File: config.mk
export PLATFORM = sky130hd
export DESIGN_NAME = gate_stim_seq
export DESIGN_NICKNAME = d
export VERILOG_FILES = /design/src/rtl/gate_study_pkg.sv /design/src/rtl/gate_hold_timer.sv /design/src/rtl/gate_stim_seq.sv
export SDC_FILE = /design/constraint.sdc
export NUM_CORES = 1
export LEC_CHECK = 0
export ABC_CLOCK_PERIOD_IN_PS = 2500
export CAP_MARGIN = 0
export CORE_ASPECT_RATIO = 0.8
export CORE_MARGIN = 2
export CORE_UTILIZATION = 24
export CTS_CLUSTER_DIAMETER = 80
export CTS_CLUSTER_SIZE = 14
export DETAILED_ROUTE_END_ITERATION = 16
export DONT_BUFFER_PORTS = 1
export GPL_ROUTABILITY_DRIVEN = 0
export PLACE_DENSITY = 0.47
export SYNTH_ARGS = -nofsm -noshare
export SYNTH_HDL_FRONTEND = slang
export SYNTH_SLANG_ARGS = --single-unit
File: constraint.sdc
create_clock -name clk -period 2.5 [get_ports clk]
set_input_delay 0.75 -clock clk [delete_from_list [all_inputs] [get_ports clk]]
set_output_delay 0.75 -clock clk [all_outputs]
set_load 0.02 [all_outputs]
File: src/rtl/gate_study_pkg.sv
// Shared types and constants for the gate study stimulus/checker blocks.
package gate_study_pkg;

  // Sweep controller states
  typedef enum logic [1:0] {
    IDLE = 2'd0,
    RUN  = 2'd1,
    DONE = 2'd2
  } state_t;

  // Default gate input vector width and hold counter width
  localparam int GATE_N_IN = 3;
  localparam int HOLD_W    = 8;

  // Reference truth tables for the three-input gates under study
  localparam logic [7:0] TT_AND3 = 8'h80;
  localparam logic [7:0] TT_OR3  = 8'hFE;
  localparam logic [7:0] TT_XOR3 = 8'h96;

endpackage

File: src/rtl/gate_hold_timer.sv
// Hold-window timer: counts 0..HOLD-1 while running and flags the last
// cycle of each window so the controller knows when to sample and advance.
module gate_hold_timer
  import gate_study_pkg::*;
#(
  parameter int HOLD = 4
) (
  input  logic clk,
  input  logic rst,
  input  logic restart,
  input  logic run,
  output logic last
);

  localparam logic [HOLD_W-1:0] LAST_CNT = HOLD_W'(HOLD - 1);
  localparam logic [HOLD_W-1:0] CNT_ONE  = HOLD_W'(1);

  logic [HOLD_W-1:0] cnt_reg;

  // Strobe is only meaningful while the sweep is running
  assign last = run && (cnt_reg == LAST_CNT);

  // Window counter: cleared on restart, wraps to zero after the last cycle
  always_ff @(posedge clk) begin
    if (rst) begin
      cnt_reg <= '0;
    end else if (restart) begin
      cnt_reg <= '0;
    end else if (run) begin
      cnt_reg <= last ? '0 : cnt_reg + CNT_ONE;
    end
  end

endmodule

File: src/rtl/gate_stim_seq.sv
// Clocked stimulus/checker for a combinational gate: sweeps every input
// combination, samples the gate at the end of each hold window, builds the
// observed truth table and counts disagreements with the expected table.
module gate_stim_seq
  import gate_study_pkg::*;
#(
  parameter int                   N_IN        = GATE_N_IN,
  parameter int                   HOLD        = 4,
  parameter logic [2**N_IN-1:0]   EXPECTED_TT = TT_AND3
) (
  input  logic                 clk,
  input  logic                 rst,
  input  logic                 start,
  input  logic                 y_in,
  output logic [N_IN-1:0]      vec,
  output logic                 busy,
  output logic                 done,
  output logic [2**N_IN-1:0]   tt_obs,
  output logic [N_IN:0]        mismatch_cnt,
  output logic                 pass
);

  localparam logic [N_IN-1:0] VEC_MAX = '1;
  localparam logic [N_IN-1:0] VEC_ONE = N_IN'(1);
  localparam logic [N_IN:0]   CNT_ONE = (N_IN + 1)'(1);

  state_t            state_reg;
  logic              sweep_go;
  logic              timer_run;
  logic              last;
  logic              y_miss;
  logic [N_IN:0]     mismatch_next;

  // A start request is honoured only outside a running sweep
  assign sweep_go      = start && (state_reg != RUN);
  assign timer_run     = (state_reg == RUN);
  assign y_miss        = (y_in != EXPECTED_TT[vec]);
  assign mismatch_next = mismatch_cnt + (y_miss ? CNT_ONE : '0);

  gate_hold_timer #(
    .HOLD (HOLD)
  ) u_timer (
    .clk     (clk),
    .rst     (rst),
    .restart (sweep_go),
    .run     (timer_run),
    .last    (last)
  );

  // Sweep FSM with registered outputs, truth-table capture and compare
  always_ff @(posedge clk) begin
    if (rst) begin
      state_reg    <= IDLE;
      vec          <= '0;
      busy         <= 1'b0;
      done         <= 1'b0;
      tt_obs       <= '0;
      mismatch_cnt <= '0;
      pass         <= 1'b0;
    end else begin
      case (state_reg)
        IDLE, DONE: begin
          if (start) begin
            state_reg    <= RUN;
            vec          <= '0;
            busy         <= 1'b1;
            done         <= 1'b0;
            pass         <= 1'b0;
            tt_obs       <= '0;
            mismatch_cnt <= '0;
          end
        end
        RUN: begin
          if (last) begin
            tt_obs[vec]  <= y_in;
            mismatch_cnt <= mismatch_next;
            if (vec == VEC_MAX) begin
              state_reg <= DONE;
              busy      <= 1'b0;
              done      <= 1'b1;
              pass      <= (mismatch_next == '0);
            end else begin
              vec <= vec + VEC_ONE;
            end
          end
        end
        default: begin
          state_reg <= IDLE;
        end
      endcase
    end
  end

endmodule

## Word-level counts from Yosys, hierarchy flattened

Memory sizes are Yosys's and may differ from the RTL's. A register that Yosys moved wholly into a read port is not among the register bits.
Index checks and enable logic that the tools add are counted.

- Flip-flop bits (word level): 28
- Bits in read-only memories: 8
- Input port bits: 4
- Output and inout bits: 18
- Word-level logic and storage cells: 69
- Memories: 1

- $add $sub $neg: 3
- $lt $le $gt $ge: 2
- Eq/ne operators: 10
- Muxes and demuxes: 33
- Reductions and logical operators: 12

Memory list:

| memory | words | width | read ports | clocked after Yosys merged registers in | write ports | RTL line | RTL |
|---|---|---|---|---|---|---|---|
| (no name shown) | 8 | 1 | 1 | 1 | 0 | gate_stim_seq.sv:37 | `assign y_miss = (y_in != EXPECTED_TT[vec]);` |

Operators by type and width:

| cell | count |
|---|---|
| $mux W8 | 3 |
| $pmux W8 S2 | 1 |
| $mux W3 | 5 |
| $mux W1 | 11 |
| $add A8 B1 Y8 const B | 1 |
| $bwmux W8 | 1 |
| $eq A8 B2 Y1 const B | 1 |
| $mux W4 | 2 |
| $ne A2 B2 Y1 const B | 4 |
| $pmux W4 S2 | 1 |
| $reduce_and A4 Y1 | 2 |
| $mux W2 | 3 |
| $pmux W1 S2 | 3 |
| $pmux W3 S2 | 1 |
| $reduce_and A3 Y1 | 2 |
| $add A4 B1 Y4 | 1 |
| $logic_not A4 Y1 | 1 |
| $lt A3 B4 Y1 const B | 1 |
| $pmux W2 S2 | 1 |
| $reduce_or A2 Y1 | 2 |
| $add A3 B1 Y3 const B | 1 |
| $demux W1 S3 | 1 |
| $eq A3 B3 Y1 const B | 1 |
| $ge A3 B1 Y1 const B | 1 |
| 7 further kinds | 9 |

## Logic depth before layout (Yosys ltp)

Gate-level depths: netlist of run 1.

- Depth after elaboration: 9
- Gate-level depth with buffers: 7
- Depth with buffers taken out: 7

## By module

From an unflattened synthesis of run 1, not the netlist that was laid out.

- Cells, all modules: 167
- Area, all modules: 1572.8 um2

By module, submodules not included:

| module | instances | cells an instance | area each (um2) | sequential area each (um2) |
|---|---|---|---|---|
| gate_stim_seq | 1 | 123 | 1152.4 | 420.4 |
| gate_hold_timer | 1 | 44 | 420.4 | 160.2 |

## Worst setup path after synthesis of run 1

No wires, ideal clock.

- Kind: input to register
- From: input y_in
- To: register pass
- Setup time: 0.087 ns
- Arrival: 1.867 ns
- Required time: 2.413 ns
- Slack: 0.545 ns
- Cell stages on the path: 5
- Path through: xor2_1 > ha_1 > ha_1 > or3_1 > o31ai_1

- Cells in the longest elaborated chain, start to end: 7

RTL lines:

| element | RTL line | RTL |
|---|---|---|
| start, declared | gate_stim_seq.sv:14 | `input logic y_in,` |
| $ne A1 B1 Y1 | gate_stim_seq.sv:37 |  |
| $mux W1 | gate_stim_seq.sv:38 | `assign mismatch_next = mismatch_cnt + (y_miss ? CNT_ONE : '0);` |
| $add A4 B1 Y4 | gate_stim_seq.sv:38 |  |
| $logic_not A4 Y1 | gate_stim_seq.sv:81 | `pass <= (mismatch_next == '0);` |
| $mux W1 | gate_stim_seq.sv:77 | `if (vec == VEC_MAX) begin` |
| $mux W1 | gate_stim_seq.sv:74 | `if (last) begin` |
| $pmux W1 S2 | gate_stim_seq.sv:61 | `case (state_reg)` |
| end signal, assigned | gate_stim_seq.sv:81 |  |
| end, declared | gate_stim_seq.sv:20 | `output logic pass` |

No other way between the ends. The select of a mux whose other input is x is not followed.
A chain may end at the register's enable or synchronous reset.

## Final worst setup path of run 1

- From: register u_timer.cnt_reg[0]
- To: register tt_obs[0]

- Cells in the longest elaborated chain, start to end: 4

RTL lines:

| element | RTL line | RTL |
|---|---|---|
| start, declared | gate_hold_timer.sv:18 | `logic [HOLD_W-1:0] cnt_reg;` |
| start signal, assigned | gate_hold_timer.sv:30 | `cnt_reg <= last ? '0 : cnt_reg + CNT_ONE;` |
| $eq A8 B2 Y1 | gate_hold_timer.sv:21 | `assign last = run && (cnt_reg == LAST_CNT);` |
| $logic_and A1 B1 Y1 | gate_hold_timer.sv:21 |  |
| $ne A2 B2 Y1 (no source line) | - |  |
| $reduce_and A3 Y1 (no source line) | - |  |
| end signal, assigned by index | gate_stim_seq.sv:75 | `tt_obs[vec] <= y_in;` |
| end, declared | gate_stim_seq.sv:18 | `output logic [2**N_IN-1:0] tt_obs,` |

No other way between the ends.

==> summary.txt, run 1 <==
run status: finished clean
Total Routing Usage GR: 0.1152
H-tree depth: 2
total CTS buffers: 5
chip width: 91.32 um
Switching Power: 0.2188 mW
Max Slew Vio Count: 0
count of final setup violators: 0
largest net degree at the start of global routing: 30
LEAKAGE: 0.5610 nW
Detail Route Antenna Nets: 0
Mapped Nets: 182
Distinct cells, synth: 38
RSZ-0062 raised after global routing: no
maximum VDD drop: 260.2 uV
hold crit path type: flip-flop to flip-flop
minimum clock period: 1965 ps
M1 WL: 1.865 mm
Final period util: 0.7858
hpwl dp: 2.457 mm
Skew-Pair Late Insertion Delay: 280 ps
WL met3: 209 um
Final Hold Vio Count: 0
switching share of power: 0.2128
Seq pwr share: 0.459
TNS Setup: 0 ps
initial core utilization: 0.2476
power share of the combinational group: 0.049
CTS max path bufs: 2
Seq cells post-synth: 29
crit path launch type: flip-flop
CTS tree: done
DRC viols: 0
fraction of layout instances using a drive strength above 1: 0.1086
Detail Route met2 WL: 1.385 mm
Die ar.: 6744 um2
Max Freq: 509.0 MHz
area of the core: 5912 um2
clock share of power: 0.492
synth-to-layout area growth: 13.93%
crit path max fanout: 7
Avg Cell Area, Syn: 8.462 um2
drt pass-1 iters: 4
Hold Slack: 500.0 ps
post-CTS setup buffer count: 0
P_int: 0.8093 mW
number of global-route vias before repair: 1134
WS Path Type: flip-flop to flip-flop
sequential area share after synthesis: 0.3966
Post-Syn Instances: 173
NumNets Final: 183
max-cap viol count: 0
PortBufs: 0
Via Count: 1228
Slew @ Worst Pin: 732.4 ps
floorplan row count: 25
Synthesis Warnings: 0
fill cell count: 644
Critical Path AT: 2150 ps
Antenna diodes: 0
first-pass GRT wire length: 5.809 mm
CP required: 2680 ps
vias per inst: 4.797
Clock Sink Count: 29
total congestion overflow: 0
Initial DRC Count: 87
Clock Skew: 8.449 ps
root buf cell: clkbuf_8
IO Count: 22
PD cells: 616.4 nW/um2
top layer reached by signal wires: met4
synthesized area: 1464 um2
Slew HR: 0.5095
Die Height: 73.86 um
Hold Buf Count CTS: 0
initial antenna violation count: 0
routed wire length: 3.527 mm
WL/cell: 13.78 um
cts repair resizes: 0
CP endpoint kind: flip-flop
Worst-path clk slew: 60 ps
-- synth_stat cells (all sizes together) --
master   instances  share of area
dfxtp           29           0.40
a21oi           21          0.072
nor2            15          0.038
nand3           14          0.051
nand2           11          0.028
o21ai           11          0.038
nand2b           8          0.034
nand3b           6          0.031
nor2b            6          0.026
clkbuf           5          0.013
ha               5          0.043
xor2             5          0.030
buf              4          0.012
nand4            3          0.013
o21a             3          0.015
o22ai            3          0.013
or3              3          0.014
a31oi            2         0.0085
and3             2         0.0094
nand4b           2          0.012
nor3             2          0.010
o31ai            2          0.010
and2             1         0.0043
and4b            1         0.0068
nand4bb          1         0.0077
nor4b            1          0.016
o211ai           1         0.0051
o22a             1         0.0060
o32ai            1          0.011
or2              1         0.0043
or3b             1         0.0060
or4b             1         0.0094
xnor2            1         0.0060
-- area by class of cell --
| cell class | count | area (um2) | share of cell area |
|---|---|---|---|
| clock buffer | 7 | 86.33 | 0.05176 |
| clock inverter | 1 | 30.03 | 0.01800 |
| multi-input combinational | 135 | 847.1 | 0.5079 |
| sequential | 29 | 580.6 | 0.3481 |
| tap | 81 | 101.3 | 0.06077 |
| timing repair buffer | 3 | 22.52 | 0.01350 |
-- power groups by stage --
stage                     clock [mW]  sequential, mW  combinational [mW]
final                          0.506           0.472              0.0499
after detailed placement           0           0.483              0.0491
after global routing           0.544           0.473              0.0571
after floorplan                    0           0.481              0.0432
after CTS                      0.520           0.472              0.0495
after global placement             0           0.482              0.0498
-- worst max-delay path, stage by stage (launching register included) --
cell and delay (ps):
dfxtp_1 360, ha_1 250, nor4b_4 380, nand3_2 130, or4b_4 530, o32ai_2 220
-- cell usage in the layout (no fill, tap or decap), drive strengths merged, types with 2 or more instances in the layout --
| master | n |
|---|---|
| dfxtp | 29 |
| a21oi | 21 |
| nor2 | 15 |
| nand3 | 14 |
| nand2 | 11 |
| o21ai | 11 |
| nand2b | 8 |
| clkbuf | 7 |
| nor2b | 6 |
| nand3b | 6 |
| xor2 | 5 |
| ha | 5 |
| nand4 | 3 |
| o21a | 3 |
| o22ai | 3 |
| buf | 3 |
| or3 | 3 |
| o31ai | 2 |
| nand4b | 2 |
| a31oi | 2 |
| nor3 | 2 |
| and3 | 2 |
-- path summary, 6_finish.rpt --
path         depth (start not counted)          startpoint  slack (ps)            endpoint
min                                  2  u_timer.cnt_reg[1]         500  u_timer.cnt_reg[1]
min reg2reg                          2  u_timer.cnt_reg[1]         500  u_timer.cnt_reg[1]
max                                  5  u_timer.cnt_reg[0]         540           tt_obs[0]
max reg2reg                          5  u_timer.cnt_reg[0]         540           tt_obs[0]
-- per-layer routing --
| layer | up-vias | track usage |
|---|---|---|
| met3 | 5 | 0.05538 |
| met2 | 22 | 0.1523 |
| li1 | 629 | - |
| met1 | 572 | 0.1565 |
| met5 | - | 0 |
| met4 | 0 | 0.05051 |
-- logic make-up after synthesis --
kind of cell,after synthesis,share of synthesized area
flip-flops,29,0.3966
XOR/XNOR,6,0.03590
adder cells (fa/ha/maj),5,0.04274
buffers and inverters,9,0.02479
AND/OR/NAND/NOR,79,0.3214
AO/OA/AOI/OAI,45,0.1786
-- through the flow --
stage | cell area, um2 | setup WS, ps | total power [mW] | util | instances
after floorplan | 1464 | 545.4 | 0.5245 | - | 173
after global placement | 1551 | 472.3 | 0.5321 | 0.2624 | 248
after detailed placement | 1551 | 455.2 | 0.5317 | 0.2624 | 248
after CTS | 1668 | 542.7 | 1.042 | 0.2821 | 256
after global routing | 1668 | 412.1 | 1.074 | 0.2821 | 256
final | 1668 | 535.4 | 1.028 | 0.2821 | 256
Note: power is estimated with default switching activity, not from simulation.
==> run 2, diff against run 1 <==
--- a/config.mk
+++ b/config.mk
@@ -5,7 +5,7 @@
 export SDC_FILE = /design/constraint.sdc
 export NUM_CORES = 1
 export LEC_CHECK = 0
-export ABC_CLOCK_PERIOD_IN_PS = 2500
+export ABC_CLOCK_PERIOD_IN_PS = 1800
 export CAP_MARGIN = 0
 export CORE_ASPECT_RATIO = 0.8
 export CORE_MARGIN = 2
@@ -15,7 +15,7 @@
 export DETAILED_ROUTE_END_ITERATION = 16
 export DONT_BUFFER_PORTS = 1
 export GPL_ROUTABILITY_DRIVEN = 0
-export PLACE_DENSITY = 0.47
+export PLACE_DENSITY = 0.48
 export SYNTH_ARGS = -nofsm -noshare
 export SYNTH_HDL_FRONTEND = slang
 export SYNTH_SLANG_ARGS = --single-unit
==> constraint.sdc (replaced) <==
create_clock -name clk -period 1.8 [get_ports clk]
set_input_delay 0.54 -clock clk [delete_from_list [all_inputs] [get_ports clk]]
set_output_delay 0.54 -clock clk [all_outputs]
set_load 0.02 [all_outputs]
==> summary.txt, run 2 (synthesis gave the netlist of run 1 again) <==
fraction of layout instances using a drive strength above 1: 0.2000
minimum clock period: 1700 ps
routed wire length: 3.704 mm
drt pass-1 iters: 3
placed instance count: 264
Skew-Pair Late Insertion Delay: 280 ps
WS Path Type: flip-flop to flip-flop
Slew @ Worst Pin: 450.4 ps
RSZ-0062 raised after global routing: no
Die ar.: 6744 um2
Hold Slack: 327.5 ps
Finished Cell Area: 1779 um2
run status: finished clean
Final period util: 0.9444
Die Height: 73.86 um
number of global-route vias before repair: 1224
CTS tree: done
total CTS buffers: 5
Hold Buf Count CTS: 0
total congestion overflow: 0
largest net degree at the start of global routing: 30
WL/cell: 13.67 um
CP endpoint kind: flip-flop
Post-Layout Cell Count: 271
maximum VDD drop: 204.8 uV
hpwl dp: 2.622 mm
Via Count: 1293
CTS max path bufs: 2
H-tree depth: 2
initial antenna violation count: 0
vias per inst: 4.771
count of final setup violators: 0
NumNets Final: 199
Critical Path AT: 1900 ps
root buf cell: clkbuf_8
DRC viols: 0
Clock Sink Count: 29
hold crit path type: primary input to flip-flop
LEAKAGE: 0.6295 nW
most frequent cells in the layout: dfxtp_1, a21oi_1, buf_4
synth-to-layout area growth: 21.54%
post-CTS setup buffer count: 0
crit path launch type: flip-flop
CP required: 2000 ps
IO Count: 22
commonest non-fill, non-tap cell in the layout: dfxtp_1
fill cell count: 621
Clock Skew: 6.752 ps
Max Slew Vio Count: 0
Worst-path clk slew: 60 ps
Critical Path, Cell by Cell: ha_4, nor4b_4, nand3_2, or4b_4, o32ai_2
crit path max fanout: 4
Slew HR: 0.6988
max-cap viol count: 0
Detail Route Antenna Nets: 0
Largest stage delay, worst path: 570 ps
first-pass GRT wire length: 6.003 mm
initial core utilization: 0.2476
dpl cell area: 1687 um2
Max Freq: 588.2 MHz
TNS Setup: 0 ps
PD cells: 719.4 nW/um2
floorplan row count: 25
Final Hold Vio Count: 0
chip width: 91.32 um
Antenna diodes: 0
crit path max-delay cell type: or4b_4
PortBufs: 0
Initial DRC Count: 38
area of the core: 5912 um2
Layout Utilization: 0.3010
Total Routing Usage GR: 0.1165
run 2: cell types whose count changed in the layout (fill, tap and decap cells not counted):
cell       before  now
ha_4            0    1
bufinv_16       1    0
a31oi_1         2    1
buf_4           3   19
a31oi_2         0    1
dfxtp_2         0    2
dfxtp_1        29   27
ha_1            5    4
run 2: cell type report:
cell class / instances / area, um2 / area share
Sequential cell: 29 / 583.1 / 0.3277
Clock buffer: 7 / 86.33 / 0.04852
Multi-Input combinational cell: 135 / 865.8 / 0.4866
Timing Repair Buffer: 19 / 142.6 / 0.08017
Tap cell: 81 / 101.3 / 0.05696
run 2: worst paths after layout:
| kind | from | slack, ps | end | cells after the start |
|---|---|---|---|---|
| max | u_timer.cnt_reg[0] | 100 | tt_obs[0] | 5 |
| min | rst | 330 | u_timer.cnt_reg[1] | 1 |
| max reg2reg | u_timer.cnt_reg[0] | 100 | tt_obs[0] | 5 |
| min reg2reg | u_timer.cnt_reg[1] | 510 | u_timer.cnt_reg[1] | 2 |
run 2: metal layers:
layer	track usage	up-vias	wire length, um
met4	0.04545	0	57
met1	0.1522	620	1973
met3	0.05231	4	165
met5	0	-	0
li1	-	654	-
met2	0.1679	15	1507
run 2: timing repair:
item / CTS / global route
setup endpoints to repair: 0 / 4
gates resized for setup: 0 / 1
endpoints found under the hold margin: 0 / 0
run 2: stage by stage:
stage | power, mW | worst slack, ps
after floorplan | 0.7304 | 23.51
after global placement | 0.7470 | 26.48
after detailed placement | 0.7475 | 7.548
after CTS | 1.297 | 65.07
after global routing | 1.336 | 22.85
final | 1.280 | 100.0
run 2: report_power, final:
part	internal, mW	switching (mW)	total [mW]
registers	0.648	0.00914	0.658
clock network	0.303	0.243	0.546
logic	0.0313	0.0451	0.0764
run 2: worst max-delay path, delay by kind of cell, from the launching register on:
| family | cells | cell delay, ps |
|---|---|---|
| AO/OA/AOI/OAI | 1 | 210 |
| adder cells (fa/ha/maj) | 1 | 130 |
| flip-flops | 1 | 360 |
| AND/OR/NAND/NOR | 3 | 920 |
